<file path="config.mk">
export PLATFORM = sky130hd
export DESIGN_NAME = urng_taus_pair
export DESIGN_NICKNAME = d
export VERILOG_FILES = /design/src/rtl/urng_taus_pair.sv
export SDC_FILE = /design/constraint.sdc
export NUM_CORES = 1
export LEC_CHECK = 0
export BUFFER_PORTS_ARGS = -buffer_cell sky130_fd_sc_hd__buf_2
export CAP_MARGIN = 20
export CORE_ASPECT_RATIO = 0.75
export CORE_MARGIN = 2
export CORE_UTILIZATION = 50
export DETAILED_ROUTE_END_ITERATION = 16
export GPL_TIMING_DRIVEN = 0
export PLACE_DENSITY = 0.77
export SLEW_MARGIN = 40
export SYNTH_ARGS = -nofsm -noshare
export SYNTH_HDL_FRONTEND = slang
export SYNTH_SLANG_ARGS = --single-unit
</file>
<file path="constraint.sdc">
create_clock -name clk -period 9.4 [get_ports clk]
set_input_delay 1.88 -clock clk [delete_from_list [all_inputs] [get_ports clk]]
set_output_delay 1.88 -clock clk [all_outputs]
set_load 0.03 [all_outputs]
</file>
<file path="src/rtl/urng_taus_pair.sv">
// -----------------------------------------------------------------------------
// urng_taus_pair
//
// Uniform random number source for the AWGN channel. Two independent taus88
// (three-component Tausworthe) generators step together. Their 32-bit outputs
// form one 64-bit word W = {out_a, out_b} per produced sample. W is split into
// a 48-bit u0 for the logarithm stage and a 16-bit u1 for the sin/cos stage.
// The output side is a valid/ready producer. The generator state can be
// reseeded at run time.
//
// Configuration macro:
//   URNG_NONZERO_U0_EN - when defined, a u0 value of zero is replaced by 48'd1
//                        in the output register, so the log stage never sees
//                        zero. The generator state is not affected.
//
// Ports:
//   clk        in   1    single clock, rising edge
//   rst        in   1    asynchronous, active-high reset
//   en         in   1    generator enable; low freezes the state
//   seed_load  in   1    one-cycle strobe, loads seed_in (highest priority)
//   seed_in    in   192  {A0,A1,A2,B0,B1,B2}, A0 in the MSBs
//   out_valid  out  1    u0/u1 hold a valid sample
//   out_ready  in   1    consumer accepts the sample
//   u0         out  48   W[63:16], uniform sample for the log unit
//   u1         out  16   W[15:0], uniform sample for the sin/cos unit
//   sample_cnt out  32   number of accepted samples, wraps at 2^32
// -----------------------------------------------------------------------------
module urng_taus_pair #(
  parameter logic [31:0] SEED_A0 = 32'd12345,
  parameter logic [31:0] SEED_A1 = 32'd67890,
  parameter logic [31:0] SEED_A2 = 32'd13579,
  parameter logic [31:0] SEED_B0 = 32'd24680,
  parameter logic [31:0] SEED_B1 = 32'd98765,
  parameter logic [31:0] SEED_B2 = 32'd43210
) (
  input  logic         clk,
  input  logic         rst,
  input  logic         en,
  input  logic         seed_load,
  input  logic [191:0] seed_in,
  output logic         out_valid,
  input  logic         out_ready,
  output logic [47:0]  u0,
  output logic [15:0]  u1,
  output logic [31:0]  sample_cnt
);

  // One taus88 generator: three 32-bit components.
  typedef struct packed {
    logic [31:0] s0;
    logic [31:0] s1;
    logic [31:0] s2;
  } taus_state_t;

  // Components below these values fall into short cycles (the masked low bits
  // are discarded by the recurrence), so they are never allowed into the state.
  localparam logic [31:0] MIN_S0 = 32'd2;
  localparam logic [31:0] MIN_S1 = 32'd8;
  localparam logic [31:0] MIN_S2 = 32'd16;

  // One taus88 step. All shifts are logical on 32-bit values; bits shifted
  // past bit 31 are discarded by the 32-bit assignment targets.
  function automatic taus_state_t taus_step(input taus_state_t s);
    taus_state_t n;
    n.s0 = ((s.s0 & 32'hFFFF_FFFE) << 12) ^ (((s.s0 << 13) ^ s.s0) >> 19);
    n.s1 = ((s.s1 & 32'hFFFF_FFF8) << 4)  ^ (((s.s1 << 2)  ^ s.s1) >> 25);
    n.s2 = ((s.s2 & 32'hFFFF_FFF0) << 17) ^ (((s.s2 << 3)  ^ s.s2) >> 11);
    return n;
  endfunction

  function automatic logic [31:0] taus_out(input taus_state_t s);
    return s.s0 ^ s.s1 ^ s.s2;
  endfunction

  // Replace any component below its minimum by the matching default seed.
  function automatic taus_state_t sanitize(input taus_state_t s,
                                           input taus_state_t dflt);
    taus_state_t r;
    r.s0 = (s.s0 < MIN_S0) ? dflt.s0 : s.s0;
    r.s1 = (s.s1 < MIN_S1) ? dflt.s1 : s.s1;
    r.s2 = (s.s2 < MIN_S2) ? dflt.s2 : s.s2;
    return r;
  endfunction

  localparam taus_state_t DFLT_A = {SEED_A0, SEED_A1, SEED_A2};
  localparam taus_state_t DFLT_B = {SEED_B0, SEED_B1, SEED_B2};
  localparam taus_state_t RESET_A = sanitize(DFLT_A, DFLT_A);
  localparam taus_state_t RESET_B = sanitize(DFLT_B, DFLT_B);

  // ---------------------------------------------------------------------------
  // Generator state and combinational next values
  // ---------------------------------------------------------------------------
  taus_state_t st_a;
  taus_state_t st_b;

  taus_state_t next_a;
  taus_state_t next_b;
  taus_state_t load_a;
  taus_state_t load_b;
  logic [63:0] word;
  logic [47:0] u0_next;
  logic        adv;
  logic        accept;

  // A new sample is produced when enabled and the output register is free or
  // being emptied this cycle. A seed load suppresses both stepping and
  // acceptance, so a sample presented during a load is discarded uncounted.
  assign adv    = en & (~out_valid | out_ready) & ~seed_load;
  assign accept = out_valid & out_ready & ~seed_load;

  // NOTE: every signal assigned in this always_comb gets a default first, so
  // no path leaves it unassigned and no latch is inferred.
  always_comb begin
    next_a  = taus_step(st_a);
    next_b  = taus_step(st_b);
    load_a  = sanitize(taus_state_t'(seed_in[191:96]), DFLT_A);
    load_b  = sanitize(taus_state_t'(seed_in[95:0]),   DFLT_B);
    word    = {taus_out(next_a), taus_out(next_b)};
    u0_next = word[63:16];
`ifdef URNG_NONZERO_U0_EN
    // Zero would make the downstream logarithm diverge; substitute the
    // smallest nonzero value. Only the output register sees this.
    if (word[63:16] == 48'd0) begin
      u0_next = 48'd1;
    end
`endif
  end

  // ---------------------------------------------------------------------------
  // State, output register and accepted-sample counter
  // ---------------------------------------------------------------------------
  // NOTE: sequential state uses non-blocking assignments so every register
  // samples the pre-edge values, independent of statement order.
  always_ff @(posedge clk or posedge rst) begin
    if (rst) begin
      st_a       <= RESET_A;
      st_b       <= RESET_B;
      out_valid  <= 1'b0;
      u0         <= '0;
      u1         <= '0;
      sample_cnt <= '0;
    end else if (seed_load) begin
      // u0/u1 deliberately keep their value; out_valid already hides them.
      st_a       <= load_a;
      st_b       <= load_b;
      out_valid  <= 1'b0;
      sample_cnt <= '0;
    end else begin
      if (adv) begin
        st_a      <= next_a;
        st_b      <= next_b;
        u0        <= u0_next;
        u1        <= word[15:0];
        out_valid <= 1'b1;
      end else if (out_valid && out_ready) begin
        out_valid <= 1'b0;
      end

      if (accept) begin
        sample_cnt <= sample_cnt + 32'd1;
      end
    end
  end

endmodule
</file>
* Word level (Yosys, flattened, before mapping)
Cells that the tools add are included.
** Word-level totals
- Register bits :: 289
- Input port bits :: 197
** Operators by class
- Reduce and logical (&&, ||, !) cells :: 5
- Add/sub/neg operators :: 1
- Bitwise gates (word level) :: 23
- Muxes and demuxes :: 15
- Order comparisons :: 6
** Operators with widths (count)
- $mux 96 :: 4
- $xor 32x32->32 :: 10
- $mux 32 :: 8
- $lt 32x2->1 const B :: 2
- $lt 32x4->1 const B :: 2
- $lt 32x5->1 const B :: 2
- $xor 32x13->32 :: 2
- $xor 32x21->32 :: 2
- $xor 32x7->32 :: 2
- $add 32x1->32 const B :: 1
- $and 1x1->1 :: 4
- $reduce_bool 2->1 :: 2
- $mux 1 :: 3
- $reduce_bool 3->1 :: 1
- $not 1->1 :: 2
- $reduce_and 2->1 :: 1
- $logic_and 1x1->1 :: 1
- $or 1x1->1 :: 1

* Depth between registers and ports, before layout
Gate-level depths: netlist of run 1.
- Word-level depth :: 6
- Mapped depth :: 7
- Mapped depth without buffers :: 5

* Worst setup path before layout of run 1
No wires, ideal clock.
- Path type :: in2reg
- Start point :: in out_ready
- End point :: reg sample_cnt[27]
- Stages :: 6
- Data arrival time :: 3.267 ns
- Path buffers :: 2
- Setup slack :: 6.055 ns
- Required time :: 9.322 ns
- Cells stage by stage :: nand2_1 buf_6 or4_1 clkbuf_2 or4_1 a21oi_1
** On the way
- Cells in the longest elaborated chain, start to end :: 3
** Ends and longest elaborated chain
- start: declaration :: RTL line 42 : input logic out_ready,
- $and 1x1->1 (2 in series) :: RTL line 109 : assign accept = out_valid & out_ready & ~seed_load;
- $reduce_bool 2->1 (no source line)
- end signal: assignment :: RTL line 160 : sample_cnt <= sample_cnt + 32'd1;
- end: declaration :: RTL line 45 : output logic [31:0] sample_cnt
Every way passes these cells.
A chain may end at the register's enable or synchronous reset.

* Final worst setup path of run 1
- Start point :: in out_ready
- End point :: reg u0[3]
** On the way
- Cells in the longest elaborated chain, start to end :: 4
** Ends and longest elaborated chain
- $or 1x1->1 :: RTL line 108 : assign adv = en & (~out_valid | out_ready) & ~seed_load;
- $and 1x1->1 (2 in series) :: RTL line 108
- $reduce_and 2->1 (no source line)
- end signal: assignment :: RTL line 152 : u0 <= u0_next;
- end: declaration :: RTL line 43 : output logic [47:0] u0,
Every way passes these cells.

==> flow_summary.json, run 1 <==
{
  "outcome": "complete, no violations",
  "clockRootBuffer": "clkbuf_16",
  "hp-class": "reg2reg",
  "ir_worst_vdd_uv": 152,
  "cts_buffers": 28,
  "cts_tree": "built",
  "clock_latency_ns": 0.56,
  "fillers": 2347,
  "reg2reg_from": "out_valid",
  "r2r_end": "u0[3]",
  "regToRegSetupSlack_ns": 6.60,
  "asyncSetResetFlopFracSynth_pct": 100,
  "final_nets": 1938,
  "die_x_um": 195,
  "antenna_found_initial": 6,
  "cts-resized-gates": 0,
  "cp_top_family": "buffers and inverters",
  "grt_pass1_vias": 12400,
  "critPathLaunch": "out_ready",
  "cp_common_cell": "clkbuf_1",
  "power_frac_comb_pct": 29.2,
  "start_util_pct": 50.7,
  "finalHoldViolCount": 0,
  "drtIter0Drc": 1521,
  "crit_path_cell_trace": "buf_2 -> nand2b_1 -> nand3_1 -> clkbuf_1 -> clkbuf_1 -> clkbuf_1 -> nand2_1 -> o21ai_0",
  "rsz0062_at_grt": "false",
  "crit_fanout": 10,
  "hpwl_um": 37900,
  "internal_power_mw": 2.44,
  "path_clk_slew_ns": 0.06,
  "grt_usage_pct": 34.3,
  "dp_slack_ns": 5.16,
  "slew_violations": 0,
  "worst_pin_slew_ns": 0.806,
  "final_common_cell": "nand2_1",
  "utilization_pct": 61.3,
  "gp_congestion": 1.00,
  "seqPwrFrac_pct": 41.1,
  "cp_num_cells": 8,
  "start_kind": "input pin",
  "fmax_mhz": 260,
  "cts.sinks": 273,
  "fp.dieH_um": 147,
  "grt_pass1_wl_um": 74600,
  "routedWlPerCell_um": 23.4,
  "routed_wl_um": 49600,
  "slowest_stage": "clkbuf_1",
  "ctsHtreeMaxLevel": 1,
  "relSlewSlack_pct": 46.3,
  "power.density_nw_per_um2": 232,
  "cap_violations": 0,
  "path_class": "in2reg",
  "syn_area_um2": 13700,
  "cts_setup_buffers": 0,
  "drc": 0,
  "pin_count": 294,
  "cp-endpoint": "u0[3]",
  "die_area_um2": 28700,
  "via_count": 13000,
  "numPortBuffers": 277,
  "grt_max_degree": 80,
  "setup_viol": 0,
  "setup_slack_ns": 5.56,
  "synth-seq-cells": 273,
  "cpPeakStageDelay_ns": 0.66,
  "crit_arrival_ns": 4.29,
  "grt_overflow_total": 0,
  "cts_hold_buf": 0,
  "synth_fp_nets": 1628,
  "min_period_over_period_pct": 40.8,
  "critPathBufInv": 4,
  "total_leakage_power_nw": 7.60,
  "cp.required_ns": 9.85,
  "viasPerCell": 6.16,
  "syn_avg_cell_area_um2": 9.55,
  "switching_share_pct": 36.5,
  "ys.warnings.count": 0,
  "drtAntennaViolNets": 0,
  "skew_ns": 0.0203,
  "drt_pass1_iterations": 6,
  "synth_ff_type": "dfrtp_1",
  "cp-end-kind": "flip-flop",
  "area_delta_synth_final_pct": 20.9,
  "p_clk_share_pct": 29.7,
  "mostFrequentLayoutCells": "338 x nand2_1, 278 x buf_2, 243 x dfrtp_1, 145 x a22oi_1, 136 x xnor2_1",
  "syn_inst": 1430,
  "layout-drive-gt1-share_pct": 21.0,
  "cts_buffer_depth": 3,
  "r2r_cells": 7,
  "min_period_ns": 3.84,
  "synthDistinctLibCells": 39,
  "core-area_um2": 26900,
  "rows": 52,
  "ys_seq_area_share_pct": 50.3,
  "synth_edf_count": 0,
  "power_switching_mw": 1.40
}
==> logic make-up (layout without fill, tap and decap cells) <==
group           after synthesis  after routing  synth area share, %
simple gates                495            495                 16.2
compound gates              331            331                 16.1
flops                       273            273                 50.3
xor+xnor                    218            218                 14.0
buf+inv                     109            440                 3.12
mux                           3              3                0.247
fa+ha+maj                     1              1               0.0916
other cells                   0              4                    0
==> power groups by stage <==
stage | registers, mW | clock network, mW | logic, mW
after floorplan | 1.74 | 0 | 0.515
after global placement | 1.58 | 0 | 1.08
after detailed placement | 1.59 | 0 | 1.10
after CTS | 1.57 | 1.14 | 1.10
after global routing | 1.59 | 1.19 | 1.19
final | 1.58 | 1.14 | 1.12
==> through the flow <==
stage                     cell area, um2  cells  hold WS, ns  power (mW)  TNS [ns]
after global routing               16500   2113        0.504        3.97         0
after detailed placement           15600   2061        0.453        2.68         0
after global placement             15500   2058        0.451        2.65   -724.79
after CTS                          16500   2112        0.466        3.81         0
final                              16500   2116        0.464        3.84         0
after floorplan                    13700   1430        0.489        2.26         0
==> flip-flops by register name (all words and copies together), names as in the netlist <==
signal / flops
u0: 48
out_valid: 1
st_b: 88
st_a: 88
sample_cnt: 32
u1: 16
==> layer usage <==
layer	vias up	part of all wire, %	global-route usage, %
met5	-	0.054	0
met3	107	14	10.9
met1	6399	42	50.6
li1	5650	-	-
met4	4	3.1	9.81
met2	881	41	48.5
==> worst min path at each step <==
| stage | end | slack, ns | cells past startpoint | from |
|---|---|---|---|---|
| 2_1_floorplan | st_a[29] | 0.49 | 2 | st_a[29] |
| 3_3_place_gp | u0[11] | 0.45 | 2 | u0[11] |
| 3_5_place_dp | u0[44] | 0.45 | 2 | u0[44] |
| 4_1_cts | u0[44] | 0.47 | 2 | u0[44] |
| 5_1_grt | u0[12] | 0.50 | 2 | u0[12] |
| 6_report | u0[44] | 0.46 | 2 | u0[44] |
==> cell usage after synthesis, drive strengths merged, types with 2 or more instances <==
library cell,count,share of area [%]
o221ai,6,0.38
xnor2,136,8.7
o41ai,2,0.13
dfstp,30,5.8
and3,4,0.18
xor2,82,5.3
dfrtp,243,45
nor2,36,0.99
nand4b,2,0.13
nand3,9,0.37
nand2,338,9.3
mux2,3,0.25
nand4,9,0.46
nor3,8,0.29
a22oi,145,8.0
nor4,48,2.2
clkbuf,84,2.3
or3,14,0.65
and4,10,0.64
buf,13,0.48
inv,12,0.33
o21ai,89,3.3
o31ai,8,0.44
a221o,25,1.8
a21oi,55,2.0
or4,14,0.83
==> layout make-up <==
| cell class | instances | area [um2] | area share (%) |
|---|---|---|---|
| multi-input cells | 1048 | 6360 | 38.5 |
| inverters | 12 | 52.6 | 0.318 |
| diodes | 4 | 10.0 | 0.0606 |
| clock buffers | 47 | 883 | 5.35 |
| plain buffers | 97 | 383 | 2.32 |
| clock inverters | 4 | 45.0 | 0.273 |
| flip-flops and latches | 273 | 6870 | 41.6 |
| well taps | 351 | 439 | 2.66 |
| repair buffers | 280 | 1470 | 8.90 |
==> tightest hold or removal path, stage by stage (launching register included) <==
cell	delay (ns)
dfrtp_1	0.34
nand2_1	0.05
nand2_1	0.05
Note: power is estimated with default switching activity, not from simulation.
==> run 2, diff against run 1 <==
- ABC_AREA: default -> 1
- PLACE_DENSITY: 0.77 -> 0.73
- clock period: 9.4 -> 3.7 ns (I/O delays scaled with it)
==> run 2 against run 1 <==
Effect of this change: sequential cell count is the same; worst hold slack lost 0.32 ns; count of clock-buffer cells in the layout shrank 2; non-clock buffer count shrank 6; global-route usage grew 3.7 points; first-iteration DRC count grew 9.7%; cell count grew 22%; die area grew 9.1%.
==> flow_summary.json, run 2 <==
{
  "synthDistinctLibCells": 38,
  "utilization_pct": 61.9,
  "regArea_um2": 6870,
  "syn_inst": 1855,
  "area_delta_synth_final_pct": 21.3,
  "worst_hold_slack_ns": 0.140,
  "relSlewSlack_pct": 39.5,
  "die_area_um2": 31300,
  "multi_input_area_um2": 6790,
  "reg_top3": "st_a (88), st_b (88), u0 (48)",
  "min_period_over_period_pct": 56.6,
  "synth_most_common_cell": "nand2_1",
  "hp-class": "in2async",
  "cts_tree": "built",
  "rows": 54,
  "drt_pass1_iterations": 6,
  "ys.warnings.count": 0,
  "start_util_pct": 51.0,
  "gp_congestion": 1.02,
  "cpPeakStageDelay_ns": 0.54,
  "final_nets": 2373,
  "fillers": 2659,
  "path_class": "reg2out",
  "cts_buffers": 29,
  "ctsHtreeMaxLevel": 1,
  "grt_usage_pct": 38.1,
  "crit_fanout": 7,
  "cap_violations": 0,
  "via_count": 14800,
  "grt_pass1_vias": 13900,
  "finalHoldViolCount": 0,
  "drtIter0Drc": 1669,
  "slowest_stage": "dfrtp_1",
  "ys_seq_area_share_pct": 46.0,
  "numPortBuffers": 276,
  "mostFrequentLayoutCells": "533 x nand2_1, 319 x buf_2, 243 x dfrtp_1, 222 x inv_1, 167 x nor2_1",
  "outcome": "complete, no violations",
  "crit_arrival_ns": 1.35,
  "worst_pin_slew_ns": 0.907,
  "hpwl_um": 47400,
  "cts.sinks": 273,
  "total_leakage_power_nw": 8.87,
  "layout-drive-gt1-share_pct": 20.5,
  "min_period_ns": 2.09,
  "viasPerCell": 5.73,
  "synth_edf_count": 0,
  "start_kind": "flip-flop",
  "drtAntennaViolNets": 0,
  "synth_ff_type": "dfrtp_1",
  "synth_fp_nets": 2053,
  "syn_avg_cell_area_um2": 8.05,
  "setup_viol": 0,
  "pin_count": 294,
  "routedWlPerCell_um": 23.1,
  "ir_worst_vdd_uv": 302,
  "setup-tns-final_ns": 0,
  "grt_pass1_wl_um": 87500,
  "grt_max_degree": 27,
  "synth_top_area_share_pct": 40.7,
  "final_common_cell": "nand2_1",
  "cp_top_family": "flip-flops",
  "clock_latency_ns": 0.56,
  "skew_ns": 0.0166,
  "cts_setup_buffers": 0,
  "fp.dieH_um": 154,
  "cp.required_ns": 2.96,
  "clockRootBuffer": "clkbuf_16",
  "cts_buffer_depth": 3,
  "rsz0062_at_grt": "false",
  "critPathBufInv": 1,
  "ys_top_cells_by_count": "533 x nand2_1, 243 x dfrtp_1, 223 x inv_1",
  "die_x_um": 204,
  "grt_overflow_total": 0,
  "drc": 0,
  "cts_hold_buf": 0,
  "p_total_mw": 9.94,
  "slew_violations": 0,
  "routed_wl_um": 59900,
  "cp-end-kind": "output pin",
  "power.density_nw_per_um2": 549,
  "fmax_mhz": 477,
  "synth_top_area_cell": "dfrtp_1",
  "antenna_cells": 0,
  "core-area_um2": 29300,
  "regToRegSetupSlack_ns": 1.74,
  "crit_path_cell_trace": "buf_2",
  "syn_area_um2": 14900,
  "cts-resized-gates": 0,
  "path_clk_slew_ns": 0.06,
  "synth_area_leaders": "dfrtp_1 41%, nand2_1 13%, xnor2_1 6.7%",
  "antenna_found_initial": 0,
  "synth-seq-cells": 273,
  "asyncSetResetFlopFracSynth_pct": 100
}
run 2: cell types whose count changed in the layout (fill, tap and decap cells not counted), moves of 26 or more:
cell / previous run / this run
buf_2: 278 / 319
clkbuf_1: 91 / 28
o21ai_0: 89 / 59
nand3_1: 8 / 77
nor2_1: 36 / 167
inv_1: 11 / 222
nor4_1: 48 / 0
xor2_1: 82 / 56
o221ai_1: 6 / 89
nand2_1: 338 / 533
a22oi_1: 145 / 2
o211ai_1: 0 / 49
run 2: path summary, 6_finish.rpt:
path | from | end | cells past startpoint
setup / recovery | sample_cnt[7] | sample_cnt[7] | 1
hold / removal | rst | sample_cnt[2] | 2
setup reg to reg | out_valid | st_a[29] | 6
hold reg to reg | u0[36] | u0[36] | 2
max in group asynchronous | rst | st_b[69] | 6
min in group clk | seed_in[5] | st_b[5] | 3
run 2: cell type report:
cell class                      instances  share of cell area, %
Clock inverter                          8                  0.511
Sequential cell                       273                   37.9
Clock buffer                           45                   4.89
Multi-Input combinational cell       1275                   37.5
Tap cell                              392                   2.71
Inverter                              225                   4.68
Buffer                                 82                   2.34
Timing Repair Buffer                  289                   9.44
run 2: logic make-up (layout without fill, tap and decap cells):
logic type	after synthesis	after routing	synth area share, %
and+or+nand+nor	837	837	23.0
buffers and inverters	307	649	8.48
DFF	273	273	46.0
AOI/OAI and AO/OA	266	266	12.3
xor gates and xnor gates	171	171	10.0
adders and majority gates	1	1	0.0838
run 2: per-stage QoR:
stage	setup slack, ns	instance area, um2	std cells
detailed placement	1.30	17100	2536
CTS	1.63	18100	2589
finish	1.61	18100	2589
global placement	-2.43	16800	2523
global route	1.60	18100	2589
floorplan	-0.625	14900	1855
run 2: metal layers:
metal	track usage, %	vias to the layer above	part of all wire [%]
li1	-	6632	-
met1	57.3	7109	43
met2	50.0	1005	39
met3	16.8	91	17
met4	7.51	0	2.0
met5	0	-	0
run 2: power breakdown:
part	switching (mW)	internal (mW)
combinational	1.97	0.950
sequential	0.488	3.50
clock	1.26	1.77
